## src/rtl/servo_pulse_decoder.sv

```systemverilog
`default_nettype none
// ============================================================================
// Module   : servo_pulse_decoder
// Measures servo PWM frames: high time in TICK_DIV-clock ticks, frame period
// against FRAME_MAX. SERVO_DEC_FILTER_EN adds a 3-sample majority glitch filter.
// Revision : 1.0  initial release
// ============================================================================
module servo_pulse_decoder #(
    parameter int TICK_DIV  = 51,
    parameter int FRAME_MAX = 200000,
    parameter int CNT_W     = 21
) (
    input  logic       clk,
    input  logic       reset,
    input  logic       ena,
    input  logic       pwm_in,
    output logic [7:0] value,
    output logic       valid,
    output logic       overflow,
    output logic       timeout
);
    localparam int               DIV_W     = (TICK_DIV > 1) ? $clog2(TICK_DIV) : 1;
    localparam logic [CNT_W-1:0] FRAME_LIM = CNT_W'(FRAME_MAX);
    localparam logic [DIV_W-1:0] DIV_LAST  = DIV_W'(TICK_DIV - 1);
    localparam logic [8:0]       TICK_SAT  = 9'd511;

    typedef enum logic [1:0] {
        IDLE = 2'd0,
        HIGH = 2'd1,
        LOW  = 2'd2
    } state_t;

    logic sync1_q, sync1_d;
    logic sync2_q, sync2_d;
    logic prev_q,  prev_d;
    logic lvl;

`ifdef SERVO_DEC_FILTER_EN
    logic hist1_q, hist1_d;
    logic hist2_q, hist2_d;
    logic filt_q,  filt_d;

    // Majority over three consecutive samples, registered: +2 clocks on both edges.
    always_comb begin
        hist1_d = sync2_q;
        hist2_d = hist1_q;
        filt_d  = (sync2_q & hist1_q) | (sync2_q & hist2_q) | (hist1_q & hist2_q);
    end

    always_ff @(posedge clk) begin
        if (reset) begin
            hist1_q <= 1'b0;
            hist2_q <= 1'b0;
            filt_q  <= 1'b0;
        end else begin
            hist1_q <= hist1_d;
            hist2_q <= hist2_d;
            filt_q  <= filt_d;
        end
    end

    assign lvl = filt_q;
`else
    assign lvl = sync2_q;
`endif

    state_t           state_q, state_d;
    logic [CNT_W-1:0] frame_cnt_q, frame_cnt_d;
    logic [DIV_W-1:0] div_cnt_q, div_cnt_d;
    logic [8:0]       hi_ticks_q, hi_ticks_d;
    logic [8:0]       width_q, width_d;
    logic [7:0]       value_q, value_d;
    logic             valid_q, valid_d;
    logic             overflow_q, overflow_d;
    logic             timeout_q, timeout_d;
    logic             rise, fall, frame_full;

    assign rise       = lvl & ~prev_q;
    assign fall       = ~lvl & prev_q;
    assign frame_full = (frame_cnt_q == FRAME_LIM);

    // Synchroniser and edge history run regardless of ena so stale edges are dropped.
    always_comb begin
        sync1_d = pwm_in;
        sync2_d = sync1_q;
        prev_d  = lvl;
    end

    always_comb begin
        state_d     = state_q;
        frame_cnt_d = frame_cnt_q;
        div_cnt_d   = div_cnt_q;
        hi_ticks_d  = hi_ticks_q;
        width_d     = width_q;
        value_d     = value_q;
        valid_d     = 1'b0;
        overflow_d  = overflow_q;
        timeout_d   = timeout_q;

        if (ena) begin
            if (rise) begin
                frame_cnt_d = '0;
            end else if (!frame_full) begin
                frame_cnt_d = frame_cnt_q + CNT_W'(1);
            end

            if (state_q == HIGH) begin
                if (div_cnt_q == DIV_LAST) begin
                    div_cnt_d = '0;
                    if (hi_ticks_q != TICK_SAT) begin
                        hi_ticks_d = hi_ticks_q + 9'd1;
                    end
                end else begin
                    div_cnt_d = div_cnt_q + DIV_W'(1);
                end
            end

            case (state_q)
                IDLE: begin
                    if (rise) begin
                        state_d    = HIGH;
                        div_cnt_d  = '0;
                        hi_ticks_d = '0;
                    end
                end
                HIGH: begin
                    if (frame_full) begin
                        state_d   = IDLE;
                        timeout_d = 1'b1;
                    end else if (fall) begin
                        // Includes the tick earned on this last high clock.
                        state_d = LOW;
                        width_d = hi_ticks_d;
                    end
                end
                LOW: begin
                    if (rise) begin
                        state_d    = HIGH;
                        div_cnt_d  = '0;
                        hi_ticks_d = '0;
                        value_d    = width_q[8] ? 8'hFF : width_q[7:0];
                        overflow_d = width_q[8];
                        valid_d    = 1'b1;
                        timeout_d  = 1'b0;
                    end else if (frame_full) begin
                        state_d   = IDLE;
                        timeout_d = 1'b1;
                    end
                end
                default: begin
                    state_d = IDLE;
                end
            endcase
        end
    end

    always_ff @(posedge clk) begin
        if (reset) begin
            sync1_q     <= 1'b0;
            sync2_q     <= 1'b0;
            prev_q      <= 1'b0;
            state_q     <= IDLE;
            frame_cnt_q <= '0;
            div_cnt_q   <= '0;
            hi_ticks_q  <= '0;
            width_q     <= '0;
            value_q     <= '0;
            valid_q     <= 1'b0;
            overflow_q  <= 1'b0;
            timeout_q   <= 1'b0;
        end else begin
            sync1_q     <= sync1_d;
            sync2_q     <= sync2_d;
            prev_q      <= prev_d;
            state_q     <= state_d;
            frame_cnt_q <= frame_cnt_d;
            div_cnt_q   <= div_cnt_d;
            hi_ticks_q  <= hi_ticks_d;
            width_q     <= width_d;
            value_q     <= value_d;
            valid_q     <= valid_d;
            overflow_q  <= overflow_d;
            timeout_q   <= timeout_d;
        end
    end

    assign value    = value_q;
    assign valid    = valid_q;
    assign overflow = overflow_q;
    assign timeout  = timeout_q;

endmodule
`default_nettype wire

```

## config.mk

```make
export PLATFORM = sky130hd
export DESIGN_NAME = servo_pulse_decoder
export DESIGN_NICKNAME = d
export VERILOG_FILES = /design/src/rtl/servo_pulse_decoder.sv
export SDC_FILE = /design/constraint.sdc
export NUM_CORES = 1
export LEC_CHECK = 0
export BUFFER_PORTS_ARGS = -buffer_cell sky130_fd_sc_hd__buf_2
export CORE_AREA = 8 8 97 73
export CTS_CLUSTER_SIZE = 16
export DETAILED_ROUTE_END_ITERATION = 8
export DIE_AREA = 0 0 105 81
export PLACE_DENSITY_LB_ADDON = 0.1
export SLEW_MARGIN = 0
export SYNTH_ARGS = -nofsm -noshare
export SYNTH_HDL_FRONTEND = slang
export SYNTH_SLANG_ARGS = --single-unit
```

## constraint.sdc

```tcl
create_clock -name clk -period 2.07 [get_ports clk]
set_input_delay 0.207 -clock clk [delete_from_list [all_inputs] [get_ports clk]]
set_output_delay 0.207 -clock clk [all_outputs]
set_load 0.005 [all_outputs]
```

# Word level (Yosys, flattened, before mapping)
# Cells that the tools add are included.
# W data, S select, Z words.
[word_totals]
ff_bits = 61
elab_cells = 62
input_bits = 4
out_inout_bits = 11
[op_classes]
n_reduce_logical = 9
n_mux = 22
n_eq_ne = 9
n_bitwise = 7
addsub = 3
[ops]
columns = ["operator", "n"]
rows = [
  ["$mux W9", 5],
  ["$mux W21", 2],
  ["$mux W6", 4],
  ["$add A21 B1 Y21 const B", 1],
  ["$eq A21 B18 Y1 const B", 1],
  ["$mux W2", 5],
  ["$add A9 B1 Y9 const B", 1],
  ["$ne A9 B9 Y1 const B", 1],
  ["$mux W8", 1],
  ["$reduce_and A4 Y1", 2],
  ["$add A6 B1 Y6 const B", 1],
  ["$eq A6 B6 Y1 const B", 1],
  ["$ne A3 B3 Y1 const B", 2],
  ["$pmux W2 S3", 1],
  ["$not A1 Y1", 5],
  ["$ne A2 B2 Y1 const B", 2],
  ["$reduce_and A2 Y1", 2],
  ["$mux W1", 3],
  ["$reduce_and A3 Y1", 1],
  ["$reduce_or A3 Y1", 1],
  ["$and A1 B1 Y1", 2],
  ["$eq A2 B1 Y1 const B", 1],
  ["$eq A2 B2 Y1 const B", 1],
  ["$logic_not A2 Y1", 1],
  ["3 further kinds", 3],
]

# Logic depth before layout (Yosys ltp)
[depth]
ltp_word = 6
ltp_mapped = 8
ltp_nobuf = 7

# Least setup slack after synthesis
# No wires, ideal clock.
[synth_timing]
path_kind = "reg-to-reg"
startpoint = "register frame_cnt_q[0]"
endpoint = "register state_q[0]"
period_less_slack_ns = 1.826
setup_time_ns = 0.123
stages_incl_launch_ff = 8
n_path_buf = 0
path_slack_ns = 0.244
required_ns = 1.947
arrival_time_ns = 1.702
path_cell_list = "dfxtp_1 -> inv_1 -> ha_1 -> nor4b_2 -> nand4_1 -> or2_4 -> a221oi_4 -> mux2_1"
[synth_via]
elab_chain_cells = 3
word_cells_on_any_way = 6
cone_classes = "eq/ne: 3; mux: 2; reduce/logical: 1"
[synth_lines]
columns = ["element", "line_no", "rtl"]
rows = [
  ["start: declaration", "68", "logic [CNT_W-1:0] frame_cnt_q, frame_cnt_d;"],
  ["start signal: assignment", "176", "frame_cnt_q <= frame_cnt_d;"],
  ["$eq A21 B18 Y1 *", "80", "assign frame_full = (frame_cnt_q == FRAME_LIM);"],
  ["$ne A3 B3 Y1 (no source line) or $mux W2 (tied branches)", "--", ""],
  ["$reduce_and A4 Y1 (no source line) or $pmux W2 S3 (tied branches)", "--", ""],
  ["end signal: assignment", "175", "state_q <= state_d;"],
  ["end: declaration", "67", "state_t state_q, state_d;"],
]
# Mark *: on every way between the ends. The rest lies on a longest branch, timed or not.
# A chain may end at the register's enable or synchronous reset.

# Worst setup path after layout
# Ends and elaborated chain as after synthesis.

==> key figures <==
Critical path
  – Crit-path cells: inv_1 -> ha_1 -> nor4b_2 -> nand4_1 -> or2_4 -> a221oi_4 -> mux2_1
  – Worst path bufs/invs: 1
  – Critical Path Slowest Stage Cell: dfxtp_1
  – Required @ worst endpoint: 2300 ps
  – Crit path kind: flop to flop
  – Delay-heaviest family, CP: simple AND/OR/NAND/NOR gates
  – Startpoint class of the critical path: flop
  – Critical Path AT: 2160 ps
  – CP Capture Type: flop
  – Critical Path Max Stage Delay: 340 ps
  – Crit Path Max Fanout: 5

Detailed routing
  – DRC Markers: 0
  – Drt wl/cell: 14.33 um
  – Final wirelength: 6363 um
  – Routed Antenna Nets: 0
  – Via count: 2450
  – Initial DRT Pass Iterations: 4
  – Iter 0 DRT Violations: 157
  – Vias per cell: 5.518

Synthesis
  – Simple-Gate Fraction of Synth Area: 26.14%
  – Xor and xnor area share after synthesis: 8.398%
  – Mapped Area: 2920 sq um
  – Adder-Cell Fraction of Synth Area: 3.856%
  – Async SR Flop Fraction: 0%
  – Sequential area share after synthesis: 41.82%
  – YS warnings: 0
  – Post-synth EDFFs: 0
  – Post-synthesis compound-gate area fraction: 15.21%
  – Largest family of logic cells by synthesized area: simple AND/OR/NAND/NOR gates
  – Syn Nets: 353
  – Mux cell area share after synthesis: 1.114%
  – Syn_area_per_cell: 8.589 sq um
  – Post-synth top flop: dfxtp_1
  – Post-Synthesis Cells: 340
  – Synthesized flop and latch total: 61
  – Distinct cells, synth: 50

Global routing
  – Grt ovf: 0
  – Most crowded layer after global routing: met1
  – Vias in the first global route: 2201
  – GRT met3 Usage: 5.296%
  – GR Util met2: 20.87%
  – Largest net degree at the start of global routing: 37
  – First-pass GRT wire length: 10770 um
  – M1 GR Usage: 22.82%
  – Initial antenna violation count: 0
  – Total Routing Usage GR: 15.75%

STA
  – Worst Max-Slew Pin Slew: 551.9 ps
  – Max-slew violations: 0
  – Hold Fails Final Rpt: 0
  – Final period util: 93.17%
  – RSZ-0062 raised after global routing: true
  – Hold_ws: 119.2 ps
  – Slew margin rel.: 62.96%
  – Final setup fails: 0
  – Max Fclk: 518.5 MHz
  – Minimum clock period: 1929 ps
  – Skew final: 6.864 ps

Floorplan
  – Die Wd: 105 um
  – Initial Util: 52.85%
  – # IOs: 15
  – Die Y-Extent: 81 um
  – Core outline area: 5525 sq um
  – FP Rows: 23
  – Die area: 8505 sq um

Place
  – RD Place Congestion: 0.8439
  – DPL Wire Length: 4477 um
  – PortBufs: 14
  – Placed insts: 428

Clock tree
  – CTS Sinks: 61
  – Clk slew on worst S/H paths: 70 ps
  – Post-CTS Setup Bufs: 0
  – Clock root buffer: clkbuf_8
  – TritonCTS Buffers: 9
  – CTS tree: built
  – Clock tree buffer depth: 2
  – Clk_lat worst skew: 340 ps
  – H-Tree Depth: 3

Run
  – Max-cap violations: 0

Cells and area
  – Layout cells sized above 1: 15.72%
  – Number of diodes: 0
  – Area grow syn2layout: 15.38%
  – Final Non-Filler Cells: 444
  – Total Nets Final: 377

Worst hold path
  – HP Class: input pin to flop

Outcome
  – Status: finished clean

Power
  – Worst vdd ir: 0.0004519 V
  – PD cells: 724.7 nW/um^2
  – Leakage Power: 1.196 nW
[cell usage after synthesis, drive strengths merged, types with 2 or more instances]
master	number	area share [%]
nand2	24	3.1
ha	9	3.9
nor4	5	1.3
mux2	2	0.77
a211oi	19	5.1
xor2	17	5.1
o21ai	13	2.2
nor3	8	1.5
inv	11	1.4
and2	2	0.43
a21oi	18	3.1
nor2b	5	1.1
buf	5	0.73
clkbuf	10	1.3
xnor2	11	3.3
nor2	62	8.1
nand2b	3	0.64
nand3	11	1.9
and4	4	1.3
a32o	2	0.69
a31oi	3	0.64
dfxtp	61	42
nand4	13	2.8
nor4b	4	1.6
and3	3	0.64
[where the power goes]
| group | leakage, nW | switching (mW) | total (mW) | internal (mW) |
|---|---|---|---|---|
| logic | 0.598 | 0.0533 | 0.0752 | 0.0218 |
| registers | 0.492 | 0.00509 | 1.18 | 1.18 |
| clock network | 0.106 | 0.470 | 1.18 | 0.713 |
| total | 1.20 | 0.528 | 2.44 | 1.91 |
[path summary, 6_finish.rpt]
check	to	cells past startpoint	start	slack, ps
max	state_q[0]	7	frame_cnt_q[0]	140
min	sync1_q	2	pwm_in	120
max reg2reg	state_q[0]	7	frame_cnt_q[0]	140
min reg2reg	lvl	1	sync1_q	450
[registers in the layout, indices dropped and copies added, names as in the netlist]
register and flops:
prev_q 1, width_q 9, frame_cnt_q 21, sync1_q 1, state_q 2, lvl 1, valid 1, hi_ticks_q 9
div_cnt_q 6, value 8, overflow 1, timeout 1
[logic make-up (layout without fill, tap and decap cells)]
group	after synthesis	in the layout
AND/OR/NAND/NOR	148	148
AO/OA/AOI/OAI	65	65
adder cells (fa/ha/maj)	9	9
multiplexers	3	3
flip-flops	61	61
XOR/XNOR	28	28
buffers and inverters	26	55
[per-layer routing]
metal | share of wire [%] | routed length (um)
met1 | 53 | 3350
met5 | 0 | 0
met2 | 39 | 2465
met3 | 7.3 | 463
met4 | 1.3 | 85
[through the flow]
stage	setup TNS, ps	cell area [sq um]	power, mW	util, %	setup WS (ps)
2_1_floorplan	0	2920	1.261	-	244.4
3_3_place_gp	0	3129	1.286	56.64	181.9
3_5_place_dp	0	3129	1.285	56.64	126.9
4_1_cts	0	3354	2.465	60.71	120.4
5_1_grt	-2.365	3369	2.523	60.98	-2.365
6_report	0	3369	2.442	60.98	141.4
[layout by cell type, fill, tap and decap left out, types with 3 or more instances in the layout]
cell / n
dfxtp_1: 61
nor2_1: 60
nand2_1: 24
a21oi_1: 18
a211oi_1: 18
xor2_1: 17
buf_2: 14
buf_4: 14
nand4_1: 13
inv_1: 11
o21ai_0: 11
nand3_1: 11
xnor2_1: 11
clkbuf_8: 10
ha_1: 8
nor3_1: 7
nor2b_1: 5
nor4_1: 4
nand2b_1: 3
a31oi_1: 3
and3_1: 3
and4_1: 3
[repair_timing]
action / CTS / global route
setup endpoints to repair: 0 / 5
gates resized for setup: 0 / 5
hold buffers: 0 / 0
[layout make-up]
type / count / area, sq um
clock buffer: 11 / 141.4
clock inverter: 5 / 83.83
fill: 516 / 2156
inverter: 11 / 41.29
multi-input combinational: 253 / 1613
sequential: 61 / 1221
tap: 75 / 93.84
timing repair buffer: 28 / 175.2
No activity file was read; power rests on OpenSTA's default activity.
